--- src/rtl/wb_pipe_stage.sv ---
// Writeback stage: MEM/WB pipeline register, load lane extraction with sign/zero
// extension, four-way result select and a retired-instruction counter.
module wb_pipe_stage #(
    parameter int XLEN = 32,
    parameter int REGW = 5,
    parameter int CNTW = 32
) (
    input  logic            clk,
    input  logic            rst,
    input  logic            stallW,
    input  logic            flushW,
    input  logic            validM,
    input  logic            regwriteM,
    input  logic [1:0]      resultsrcM,
    input  logic [2:0]      funct3M,
    input  logic [XLEN-1:0] aluresultM,
    input  logic [XLEN-1:0] readdataM,
    input  logic [XLEN-1:0] pcplus4M,
    input  logic [XLEN-1:0] immextM,
    input  logic [REGW-1:0] rdM,
    output logic            validW,
    output logic            regwriteW,
    output logic [REGW-1:0] rdW,
    output logic [XLEN-1:0] resultW,
    output logic [CNTW-1:0] instretW
);

    localparam int OFFW = $clog2(XLEN / 8);
    localparam logic [OFFW-1:0] H_MASK = ~OFFW'(1);
    localparam logic [OFFW-1:0] W_MASK = ~OFFW'(3);

    logic            valid_q;
    logic            regwrite_q;
    logic [1:0]      resultsrc_q;
    logic [2:0]      funct3_q;
    logic [XLEN-1:0] aluresult_q;
    logic [XLEN-1:0] readdata_q;
    logic [XLEN-1:0] pcplus4_q;
    logic [XLEN-1:0] immext_q;
    logic [REGW-1:0] rd_q;
    logic [CNTW-1:0] instret_q;

    // Priority: rst > flush > stall > capture. Flush leaves the counter alone.
    always_ff @(posedge clk) begin
        if (rst) begin
            valid_q     <= 1'b0;
            regwrite_q  <= 1'b0;
            resultsrc_q <= '0;
            funct3_q    <= '0;
            aluresult_q <= '0;
            readdata_q  <= '0;
            pcplus4_q   <= '0;
            immext_q    <= '0;
            rd_q        <= '0;
            instret_q   <= '0;
        end else if (flushW) begin
            valid_q     <= 1'b0;
            regwrite_q  <= 1'b0;
            resultsrc_q <= '0;
            funct3_q    <= '0;
            aluresult_q <= '0;
            readdata_q  <= '0;
            pcplus4_q   <= '0;
            immext_q    <= '0;
            rd_q        <= '0;
        end else if (!stallW) begin
            valid_q     <= validM;
            regwrite_q  <= regwriteM;
            resultsrc_q <= resultsrcM;
            funct3_q    <= funct3M;
            aluresult_q <= aluresultM;
            readdata_q  <= readdataM;
            pcplus4_q   <= pcplus4M;
            immext_q    <= immextM;
            rd_q        <= rdM;
            if (validM) begin
                instret_q <= instret_q + CNTW'(1);
            end
        end
    end

    logic [OFFW-1:0] off_b;
    logic [OFFW-1:0] off_h;
    logic [OFFW-1:0] off_w;
    logic [7:0]      lane_b;
    logic [15:0]     lane_h;
    logic [31:0]     lane_w;
    logic [XLEN-1:0] load_data;
    logic [XLEN-1:0] result;

    // Halfword/word offsets are rounded down to their natural alignment.
    always_comb begin
        off_b  = aluresult_q[OFFW-1:0];
        off_h  = off_b & H_MASK;
        off_w  = off_b & W_MASK;
        lane_b = 8'(readdata_q >> {off_b, 3'b000});
        lane_h = 16'(readdata_q >> {off_h, 3'b000});
        lane_w = 32'(readdata_q >> {off_w, 3'b000});
    end

    always_comb begin
        load_data = readdata_q;
        case (funct3_q)
            3'b000:  load_data = XLEN'($signed(lane_b));
            3'b001:  load_data = XLEN'($signed(lane_h));
            3'b010:  load_data = XLEN'($signed(lane_w));
            3'b100:  load_data = XLEN'(lane_b);
            3'b101:  load_data = XLEN'(lane_h);
            3'b110:  load_data = (XLEN == 64) ? XLEN'(lane_w) : readdata_q;
            default: load_data = readdata_q;
        endcase
    end

    always_comb begin
        result = aluresult_q;
        case (resultsrc_q)
            2'b00:   result = aluresult_q;
            2'b01:   result = load_data;
            2'b10:   result = pcplus4_q;
            default: result = immext_q;
        endcase
    end

    assign validW    = valid_q;
    assign regwriteW = regwrite_q & valid_q & (rd_q != '0);
    assign rdW       = rd_q;
    assign resultW   = result;
    assign instretW  = instret_q;

endmodule

--- config.mk ---
export PLATFORM = sky130hd
export DESIGN_NAME = wb_pipe_stage
export DESIGN_NICKNAME = d
export VERILOG_FILES = /design/src/rtl/wb_pipe_stage.sv
export SDC_FILE = /design/constraint.sdc
export NUM_CORES = 1
export LEC_CHECK = 0
export CORE_AREA = 4 4 99 170
export CTS_CLUSTER_SIZE = 12
export DETAILED_ROUTE_END_ITERATION = 12
export DIE_AREA = 0 0 103 174
export GPL_TIMING_DRIVEN = 0
export PLACE_DENSITY = 0.92
export SYNTH_ARGS = -nofsm -noshare
export SYNTH_HDL_FRONTEND = slang
export SYNTH_SLANG_ARGS = --single-unit
--- constraint.sdc ---
create_clock -name clk -period 2.85 [get_ports clk]
set_clock_uncertainty 0.1 [all_clocks]
set_input_delay 0.4275 -clock clk [delete_from_list [all_inputs] [get_ports clk]]
set_output_delay 0.4275 -clock clk [all_outputs]
set_load 0.02 [all_outputs]
==> results of run 1 <==
[cell usage in the layout, fill, tap and decap left out, types with 14 or more instances in the layout]
cell type,instances
a21oi_1,26
clkbuf_1,40
clkbuf_16,17
clkbuf_2,15
clkdlybuf4s50_1,180
dfxtp_1,168
inv_1,17
mux2_2,18
mux2i_1,150
nand2_1,14
nand2b_1,21
nor2_1,157
o21ai_0,77
[sequential cells by signal, indices dropped and copies added (netlist names)]
| register | flops |
|---|---|
| validW | 1 |
| instretW | 32 |
| aluresult_q | 32 |
| regwrite_q | 1 |
| immext_q | 32 |
| funct3_q | 3 |
| rdW | 5 |
| lane_w | 32 |
| pcplus4_q | 32 |
| resultsrc_q | 2 |
[power by group through the flow]
stage / sequential (mW) / clock (mW) / combinational [mW]
after global placement: 2.57 / 0 / 0.682
after detailed placement: 2.57 / 0 / 0.697
final: 2.52 / 2.38 / 0.715
after global routing: 2.52 / 2.49 / 0.756
after CTS: 2.52 / 2.40 / 0.704
after floorplan: 2.56 / 0 / 0.340
[synth_stat cells, drive strengths merged]
| library cell | number | area share [%] |
|---|---|---|
| mux2 | 18 | 2.6 |
| buf | 9 | 0.67 |
| and4bb | 1 | 0.16 |
| a31oi | 5 | 0.40 |
| clkbuf | 54 | 2.6 |
| dfxtp | 172 | 44 |
| ha | 1 | 0.16 |
| a32oi | 2 | 0.22 |
| nor2 | 159 | 7.6 |
| o31ai | 13 | 1.2 |
| o22ai | 1 | 0.079 |
| or4 | 13 | 1.2 |
| nand4 | 8 | 0.79 |
| o221ai | 5 | 0.56 |
| and2 | 2 | 0.16 |
| xor2 | 7 | 0.78 |
| nor4 | 4 | 0.32 |
| xnor2 | 2 | 0.22 |
| nand2b | 21 | 1.7 |
| a21boi | 5 | 0.48 |
| a221oi | 3 | 0.33 |
| and4 | 5 | 0.56 |
| o311a | 1 | 0.13 |
| nor3b | 2 | 0.33 |
| a221o | 3 | 0.38 |
| a21oi | 29 | 1.9 |
| nand3 | 10 | 0.63 |
| nor2b | 5 | 0.40 |
| o211ai | 2 | 0.19 |
| and3 | 6 | 0.48 |
| o21a | 1 | 0.095 |
| a22oi | 12 | 1.1 |
| inv | 17 | 0.81 |
| mux2i | 153 | 19 |
| mux4 | 2 | 0.57 |
| o21ai | 92 | 5.8 |
| or3 | 6 | 0.48 |
| nand2 | 15 | 0.81 |
| or2 | 1 | 0.079 |
[layout make-up]
class | count | area, um^2 | area share (%)
multi-input cells | 615 | 4237 | 38.68
clock inverters | 15 | 188.9 | 1.725
repair buffers | 216 | 2062 | 18.83
clock buffers | 17 | 425.4 | 3.884
plain buffers | 61 | 292.8 | 2.673
flip-flops and latches | 172 | 3451 | 31.51
well taps | 186 | 232.7 | 2.125
inverters | 17 | 63.81 | 0.5826
[kinds of logic (layout without fill, tap and decap cells)]
logic type,after synthesis,count (layout),share of synthesized area (%)
buffers and inverters,80,326,4.044
multiplexers,173,173,22.55
XOR/XNOR,9,9,0.9991
adder cells (fa/ha/maj),1,1,0.1586
flip-flops,172,172,43.64
AND/OR/NAND/NOR,258,258,15.65
AO/OA/AOI/OAI,174,174,12.96
[metrics by stage]
stage          setup TNS (ns)  power [mW]  setup WS, ns
4_1_cts              -0.09651       5.617      -0.05077
6_report                    0       5.619       0.03592
3_5_place_dp           -7.646       3.266       -0.3803
2_1_floorplan               0       2.895        0.6040
5_1_grt              -0.02743       5.775      -0.01320
3_3_place_gp           -7.348       3.248       -0.3413
[repair_timing]
action                                  in CTS  in global routing
cloned                                       0                  0
hold buffers                                 0                  0
resized for setup                          125                 45
endpoints found under the setup margin      32                 32
pin swaps                                    2                  1
setup buffers                                2                  2
[worst max-delay path, cell delays in order (launching register included)]
cell      delay (ns)
dfxtp_2         0.39
clkbuf_4        0.20
clkbuf_4        0.21
clkbuf_4        0.22
o21ai_0         0.13
o21ai_0         0.15
o21ai_2         0.17
o21ai_0         0.16
buf_2           0.22
[metal layers]
| metal | wire (um) | share of wire [%] | GRT usage, % |
|---|---|---|---|
| met2 | 14670 | 53 | 54.53 |
| met4 | 1818 | 6.6 | 17.88 |
| met1 | 9106 | 33 | 29.43 |
| met5 | 13 | 0.047 | 0 |
| met3 | 1832 | 6.7 | 6.908 |
[worst max-delay path by stage]
stage                                startpoint           to  slack [ns]  depth (start not counted)
floorplan           aluresult_q[1]$_SDFFE_PP0N_   resultW[2]        0.60                          6
global placement    resultsrc_q[0]$_SDFFE_PP0N_  resultW[18]       -0.34                          7
detailed placement  resultsrc_q[1]$_SDFFE_PP0N_  resultW[23]       -0.38                          8
CTS                 aluresult_q[0]$_SDFFE_PP0N_  resultW[10]       -0.05                          6
global route        resultsrc_q[1]$_SDFFE_PP0N_  resultW[18]       -0.01                          8
finish              resultsrc_q[1]$_SDFFE_PP0N_  resultW[18]        0.04                          8
==> out/results.ini, run 1 <==
[run_status]
outcome=completed

[power_and_ir_drop]
pwr-share-clk_pct=42.4
intPower_mw=4.035
combPwrFrac_pct=12.7
ir_drop_uv=386.8
powerDensity_nw_per_um2=513.0
power.share.sequential_pct=44.8
p_leak_nw=4.330
p_sw_mw=1.583
sw_frac_of_total_pct=28.18

[timing]
whs_ns=0.3080
worst_pin_slew_ns=0.9381
setup_viol_count_final=0
hold_viol=0
slew_headroom_pct=37.46
finalMaxSlewViolations=0
fmax_mhz=355.4
period_share_pct=98.74
rsz0062_at_grt=yes
timing.final.crit_period_ns=2.814

[finish]
fillers=1105
final_area_um2=10950
area_delta_synth_final_pct=38.82
nNetsFinal=1245
drive_gt1_share_pct=11.32
n_antenna_cell=0
fin_cells=1299
fin_util_pct=70.83

[critical_path]
required_ns=2.32
worstPathMaxFanout=10
r2r-start=instretW[4]$_SDFFE_PP0P_
r2r_cells=6
worst-setup-path-type=reg -> out
reg2reg_slack_ns=0.68
rr_endpoint=instretW[27]$_SDFFE_PP0P_
cp-end-kind=output port
critPathLaunchType=register
cp.arrival_ns=2.29

[global_route]
grt_pass1_wl_um=40940
grt_start_max_net_pins=21
globalRouteTotalUtil_pct=29.94
antenna_found_initial=1
first_global_vias=7788
overflow=0

[logic_synthesis]
synth_cell_types=45
netlist_area_um2=7890
syn_avg_cell_area_um2=9.100
ys_seq_area_share_pct=43.64
yosys_warnings=0
ys_seq_elements=172
synth_nets=1012
syn_inst=867

[floorplan]
die_w_um=103
die_h_um=174
fp.coreArea_um2=15460
rows=60
die_area_um2=17920
start_util_pct=51.02
pin_count=215

[route]
first_iter_violations=521
wl_per_cell_um=21.12
wirelength_um=27440
ant_nets=0
drt-pass1-iter-count=6
viasPerCell=5.885
via_count=7645
drc=0

[place]
gp_congestion=1.014
placed_area_um2=10240
portBuffers=212
dp.cells=1265
hpwl_um=20760

[hold_path]
hold_path.class=in -> reg
worstHoldStart=stallW
hold_depth=4
hold_end=instretW[1]$_SDFFE_PP0P_

[cts]
cts.sinks=172
cts_buffers=17
cts_tree=yes
h-tree-depth=4
ctsLongestPathBuffers=2
clkTransAtPathRegs_ns=0.08
root_buffer=clkbuf_16
clk_latency_ns=0.43

[job]
cap_violations=0

No activity file was read; power rests on OpenSTA's default activity.
==> run 2: changes to the inputs <==
Settings changed: RECOVER_POWER from default to 25.
==> run 2 against run 1 <==
Total power hardly changed. Critical path type unchanged. Largest cell class unchanged. Core utilization about the same. Die area stayed put. Clock power barely moved. Non-clock buffer count is the same. Flip-flop and latch count unchanged. Critical path depth is the same. Register-to-register slack hardly changed.
==> out/results.ini, run 2 (synthesis results as in run 1) <==
[run_status]
outcome=completed

[hold_path]
hold_path.class=in -> reg

[timing]
setup_viol_count_final=0  ; unchanged
fin_ws_ns=0.002981  ; -0.03294 ns
hold_viol=0  ; unchanged
fmax_mhz=351.2  ; -1.2%
period_share_pct=99.90  ; +1.2 points
finalMaxSlewViolations=0  ; unchanged
worst_pin_slew_ns=0.9146  ; -0.02352 ns
tns_ns=0  ; unchanged
slew_headroom_pct=39.03  ; +1.6 points
rsz0062_at_grt=yes
timing.final.crit_period_ns=2.847  ; +0.03294 ns

[route]
ant_nets=0  ; unchanged
wirelength_um=27450  ; about the same
via_count=7638  ; -0.092%
drc=0  ; unchanged
first_iter_violations=554  ; +6.3%
viasPerCell=5.880  ; about the same
wl_per_cell_um=21.13  ; about the same
drt-pass1-iter-count=5  ; -1

[finish]
fin_util_pct=70.78  ; about the same
fillers=1107  ; +0.18%
fin_cells=1299  ; unchanged
final_cell_mix=dfxtp_1 (168), clkdlybuf4s50_1 (167), nor2_1 (157)
final_common_cell=dfxtp_1
area_delta_synth_final_pct=38.73  ; about the same
nNetsFinal=1245  ; unchanged
n_antenna_cell=0  ; unchanged
final_area_um2=10950  ; about the same
drive_gt1_share_pct=11.23  ; -0.090 points

[cts]
clkTransAtPathRegs_ns=0.08  ; about the same
root_buffer=clkbuf_16
ctsLongestPathBuffers=2  ; unchanged
clk_latency_ns=0.44  ; about the same
cts_tree=yes
h-tree-depth=4  ; unchanged
hold_buffers=0  ; unchanged
cts.sinks=172  ; unchanged
cts_buffers=17  ; unchanged

[floorplan]
rows=60  ; unchanged
fp.coreArea_um2=15460  ; unchanged
die_h_um=174  ; unchanged
start_util_pct=51.02  ; unchanged
pin_count=215  ; unchanged
die_area_um2=17920  ; unchanged
die_w_um=103  ; unchanged

[critical_path]
worst-setup-path-type=reg -> out
cp_num_buf_inv=4  ; unchanged
cp_top_family=buffers and inverters
path_cells=clkbuf_4 -> clkbuf_4 -> clkbuf_4 -> o21ai_0 -> o21ai_0 -> o21ai_2 -> o21ai_0 -> buf_2
worstPathMaxFanout=10  ; unchanged
crit_slowest_cell=dfxtp_2
cp-end-kind=output port
reg2reg_slack_ns=0.67  ; about the same
critPathLaunchType=register
cp.arrival_ns=2.32  ; +0.03 ns
required_ns=2.32  ; about the same
slowest_delay_ns=0.39  ; about the same

[global_route]
first_global_vias=7788  ; unchanged
overflow=0  ; unchanged
antenna_found_initial=1  ; unchanged
grt_start_max_net_pins=21  ; unchanged
grt_pass1_wl_um=40940  ; unchanged
globalRouteTotalUtil_pct=29.94  ; unchanged

[power_and_ir_drop]
powerDensity_nw_per_um2=513.7  ; +0.14%
p_leak_nw=4.353  ; +0.53%
ir_drop_uv=389.3  ; +0.64%

[place]
dpl_worst_slack_ns=-0.3803  ; unchanged
portBuffers=212  ; unchanged
placed_area_um2=10240  ; unchanged
hpwl_um=20760  ; unchanged
gp_congestion=1.014  ; unchanged
dp.cells=1265  ; unchanged

[job]
cap_violations=0  ; unchanged

==> run 2: changes by cell type in the layout (fill, tap and decap cells not counted) <==
cell / delta
buf_1: -2
clkbuf_1: +2
clkdlybuf4s50_1: -13
dlygate4sd3_1: +13
nand2_1: +1
nand2_4: -1
==> run 2: path summary, 6_finish.rpt <==
check,start,end,cells past startpoint
max,resultsrc_q[1]$_SDFFE_PP0N_,resultW[18],8
min,stallW,instretW[1]$_SDFFE_PP0P_,4
max reg2reg,instretW[4]$_SDFFE_PP0P_,instretW[27]$_SDFFE_PP0P_,6
min reg2reg,pcplus4_q[26]$_SDFFE_PP0N_,pcplus4_q[26]$_SDFFE_PP0N_,2
==> run 2: layer usage <==
metal	GRT usage, %	part of all wire (%)	up-vias
met5	0	0.047	-
met4	17.88	7.1	2
met3	6.908	7.2	117
met2	54.53	53	379
met1	29.43	33	3612
li1	-	-	3528
==> run 2: worst reg2reg max path, stage by stage, from the launching register on <==
cell and delay, ns:
dfxtp_1 0.44, and4_1 0.33, nand4_2 0.22, buf_2 0.25
clkbuf_1 0.26, o31ai_1 0.33, a21oi_1 0.11
==> run 2: cell type report <==
| type | count | area, um^2 | area share [%] |
|---|---|---|---|
| Multi-Input combinational cell | 615 | 4229 | 38.64 |
| Clock buffer | 17 | 425.4 | 3.887 |
| Clock inverter | 15 | 188.9 | 1.726 |
| Timing Repair Buffer | 216 | 2062 | 18.84 |
| Inverter | 17 | 63.81 | 0.5830 |
| Tap cell | 186 | 232.7 | 2.126 |
| Sequential cell | 172 | 3451 | 31.53 |
| Buffer | 61 | 292.8 | 2.675 |
==> run 2: stage by stage <==
stage / total power [mW] / hold WS (ns)
5_1_grt: 5.774 / 0.3257
2_1_floorplan: 2.895 / 0.3576
6_report: 5.623 / 0.2945
4_1_cts: 5.617 / 0.3040
3_5_place_dp: 3.266 / 0.3788
3_3_place_gp: 3.248 / 0.3622
==> run 2: power breakdown <==
part           leakage [nW]  total (mW)  switching [mW]  internal (mW)
logic                  2.65       0.713           0.345          0.368
registers              1.40        2.52          0.0519           2.47
clock network         0.298        2.39            1.19           1.20
total                  4.35        5.62            1.59           4.03
==> run 2: timing repair <==
action	CTS	global route
pin swaps	2	1
resized for setup	125	45
buffers inserted	2	2
setup endpoints to repair	32	32
==> run 3: changes to the inputs <==
Settings changed: CORE_AREA 4 4 99 170 to 4 4 106 183, DIE_AREA 0 0 103 174 to 0 0 110 187, PLACE_DENSITY 0.92 to 0.82.
==> run 3 against run 2 <==
Cell count up 3.8%. Wire length is 2.1% lower. Combinational power decreased by 1%. Clock power fell by 8.8%. Sequential power about the same. The flow now finishes with violations (setup timing). Final area about the same. Total power shrank 3.9%. Setup slack worse by 0.022 ns. Sequential share of layout area barely moved. Non-clock buffer count increased by 1.
==> out/results.ini, run 3 (synthesis results as in run 1) <==
[timing]
rsz0062_at_grt=yes
period_share_pct=100.7  ; +0.79 points
fmax_mhz=348.5  ; -0.78%
timing.final.crit_period_ns=2.869  ; +0.02245 ns
setup_viol_count_final=5  ; +5
fin_ws_ns=-0.01947  ; -0.02245 ns
slew_headroom_pct=31.35  ; -7.7 points
finalMaxSlewViolations=0  ; unchanged
hold_viol=0  ; unchanged
worst_pin_slew_ns=1.030  ; +0.1152 ns

[power_and_ir_drop]
pwr-share-clk_pct=40.3  ; -2.2 points
combPwrFrac_pct=13.1  ; +0.4 points
sw_frac_of_total_pct=25.77  ; -2.5 points
power.share.sequential_pct=46.6  ; +1.8 points
powerDensity_nw_per_um2=494.1  ; -3.8%
p_sw_mw=1.393  ; -12%
power.total_mw=5.405  ; -3.9%
intPower_mw=4.012  ; -0.55%
ir_drop_uv=485.4  ; +25%
p_leak_nw=4.335  ; -0.40%

[critical_path]
cp_top_family=buffers and inverters
cp-end-kind=output port
required_ns=2.32  ; about the same
critPathLaunchType=register
critical_path_depth=6  ; -2
cp.arrival_ns=2.34  ; +0.02 ns
cp_num_buf_inv=3  ; -1
worst-setup-path-type=reg -> out
r2r_cells=6  ; unchanged
crit_slowest_cell=dfxtp_1
slowest_delay_ns=0.47  ; +0.08 ns
worstPathMaxFanout=10  ; unchanged
path_cells=inv_1 -> nor2_4 -> clkbuf_2 -> o211ai_1 -> a22oi_1 -> dlygate4sd2_1

[run_status]
outcome=finished, violations left
violations=setup timing

[finish]
nNetsFinal=1246  ; +0.080%
final_area_um2=10940  ; about the same
area_delta_synth_final_pct=38.65  ; about the same
n_antenna_cell=0  ; unchanged
fin_util_pct=60.86  ; -9.9 points
final_common_cell=clkdlybuf4s50_1
fin_cells=1348  ; +3.8%
multi_input_comb_area_um2=4212  ; -0.41%
drive_gt1_share_pct=9.874  ; -1.4 points
seqCellArea_um2=3448  ; about the same
final_cell_mix=clkdlybuf4s50_1 (172), dfxtp_1 (170), nor2_1 (157)
fillers=1540  ; +39%

[global_route]
antenna_found_initial=0  ; -1
grtUsageMet3_pct=6.183  ; -0.72 points
top_usage_layer=met2
use_met1_pct=25.02  ; -4.4 points
grt_pass1_wl_um=40970  ; about the same
first_global_vias=7792  ; +0.051%
overflow=0  ; unchanged
globalRouteTotalUtil_pct=26.16  ; -3.8 points
use_met2_pct=47.22  ; -7.3 points
grt_start_max_net_pins=17  ; -19%

[place]
dp.cells=1313  ; +3.8%
portBuffers=212  ; unchanged
placed_area_um2=10300  ; +0.59%
gp_congestion=0.9496  ; -6.4%
hpwl_um=20750  ; about the same

[route]
ant_nets=0  ; unchanged
wl_per_cell_um=19.93  ; -5.7%
drt-pass1-iter-count=5  ; unchanged
wirelength_um=26870  ; -2.1%
viasPerCell=5.565  ; -5.4%
first_iter_violations=531  ; -4.2%
drc=0  ; unchanged
via_count=7502  ; -1.8%

[cts]
h-tree-depth=4  ; unchanged
clk_latency_ns=0.43  ; about the same
clkTransAtPathRegs_ns=0.07  ; about the same
cts.sinks=172  ; unchanged
cts_buffers=17  ; unchanged
root_buffer=clkbuf_16
cts_tree=yes
ctsLongestPathBuffers=2  ; unchanged
hold_buffers=0  ; unchanged

[floorplan]
rows=65  ; +8.3%
die_area_um2=20570  ; +15%
pin_count=215  ; unchanged
die_w_um=110  ; +6.8%
start_util_pct=43.90  ; -7.1 points
fp.coreArea_um2=17970  ; +16%
die_h_um=187  ; +7.5%

[job]
cap_violations=0  ; unchanged

[hold_path]
hold_path.class=in -> reg
hold_depth=4  ; unchanged

run 3: cell count changes in the layout (fill, tap and decap cells not counted), moves of 3 or more:
cell and change:
o21ai_2 -3, clkbuf_2 -7, dlygate4sd3_1 -5, clkdlybuf4s50_1 +5, o21ai_0 +3, clkdlybuf4s15_2 -4
clkinvlp_4 +3, clkinv_8 -6, inv_8 -5, buf_4 +3, dlygate4sd2_1 +7, buf_2 +3
run 3: layout make-up:
type | instances | area share (%)
Sequential cell | 172 | 31.52
Buffer | 59 | 2.573
Timing Repair Buffer | 219 | 19.16
Inverter | 17 | 0.5833
Multi-Input combinational cell | 615 | 38.50
Clock inverter | 11 | 0.7778
Tap cell | 234 | 2.676
Clock buffer | 21 | 4.209
run 3: final timing paths:
| check | startpoint | end | slack, ns |
|---|---|---|---|
| hold / removal | stallW | instretW[0]$_SDFFE_PP0P_ | 0.29 |
| setup reg to reg | instretW[4]$_SDFFE_PP0P_ | instretW[17]$_SDFFE_PP0P_ | 0.74 |
| setup / recovery | resultsrc_q[0]$_SDFFE_PP0N_ | resultW[1] | -0.02 |
| hold reg to reg | instretW[31]$_SDFFE_PP0P_ | instretW[31]$_SDFFE_PP0P_ | 0.38 |
run 3: repair_timing:
item | CTS | global route
hold endpoints to repair | 0 | 0
endpoints found under the setup margin | 32 | 29
buffers inserted | 4 | 4
gates resized for setup | 130 | 18
pin swaps | 2 | 2
run 3: through the flow:
stage | setup slack, ns | hold WS (ns) | setup TNS (ns)
after CTS | 0.003843 | 0.2920 | 0
after global routing | -0.08895 | 0.3259 | -0.7738
after detailed placement | -0.5052 | 0.3765 | -8.034
after global placement | -0.4481 | 0.3612 | -7.616
after floorplan | 0.6040 | 0.3576 | 0
final | -0.01947 | 0.2906 | -0.05255
run 3: worst min-delay path: cells and delay by family:
family	cells	cell delay, ns
XOR/XNOR	1	0.13
buffers and inverters	1	0.11
AND/OR/NAND/NOR	2	0.11
run 3: layer usage:
layer / part of all wire, % / vias up
met5: 0 / -
met2: 54 / 321
met4: 7.3 / 0
met1: 32 / 3537
met3: 6.7 / 105
li1: - / 3539
run 3: power groups by stage:
stage	combinational, mW	sequential, mW	clock (mW)
3_3_place_gp	0.687	2.57	0
6_report	0.706	2.52	2.18
2_1_floorplan	0.340	2.56	0
5_1_grt	0.755	2.52	2.30
3_5_place_dp	0.696	2.57	0
4_1_cts	0.704	2.52	2.21
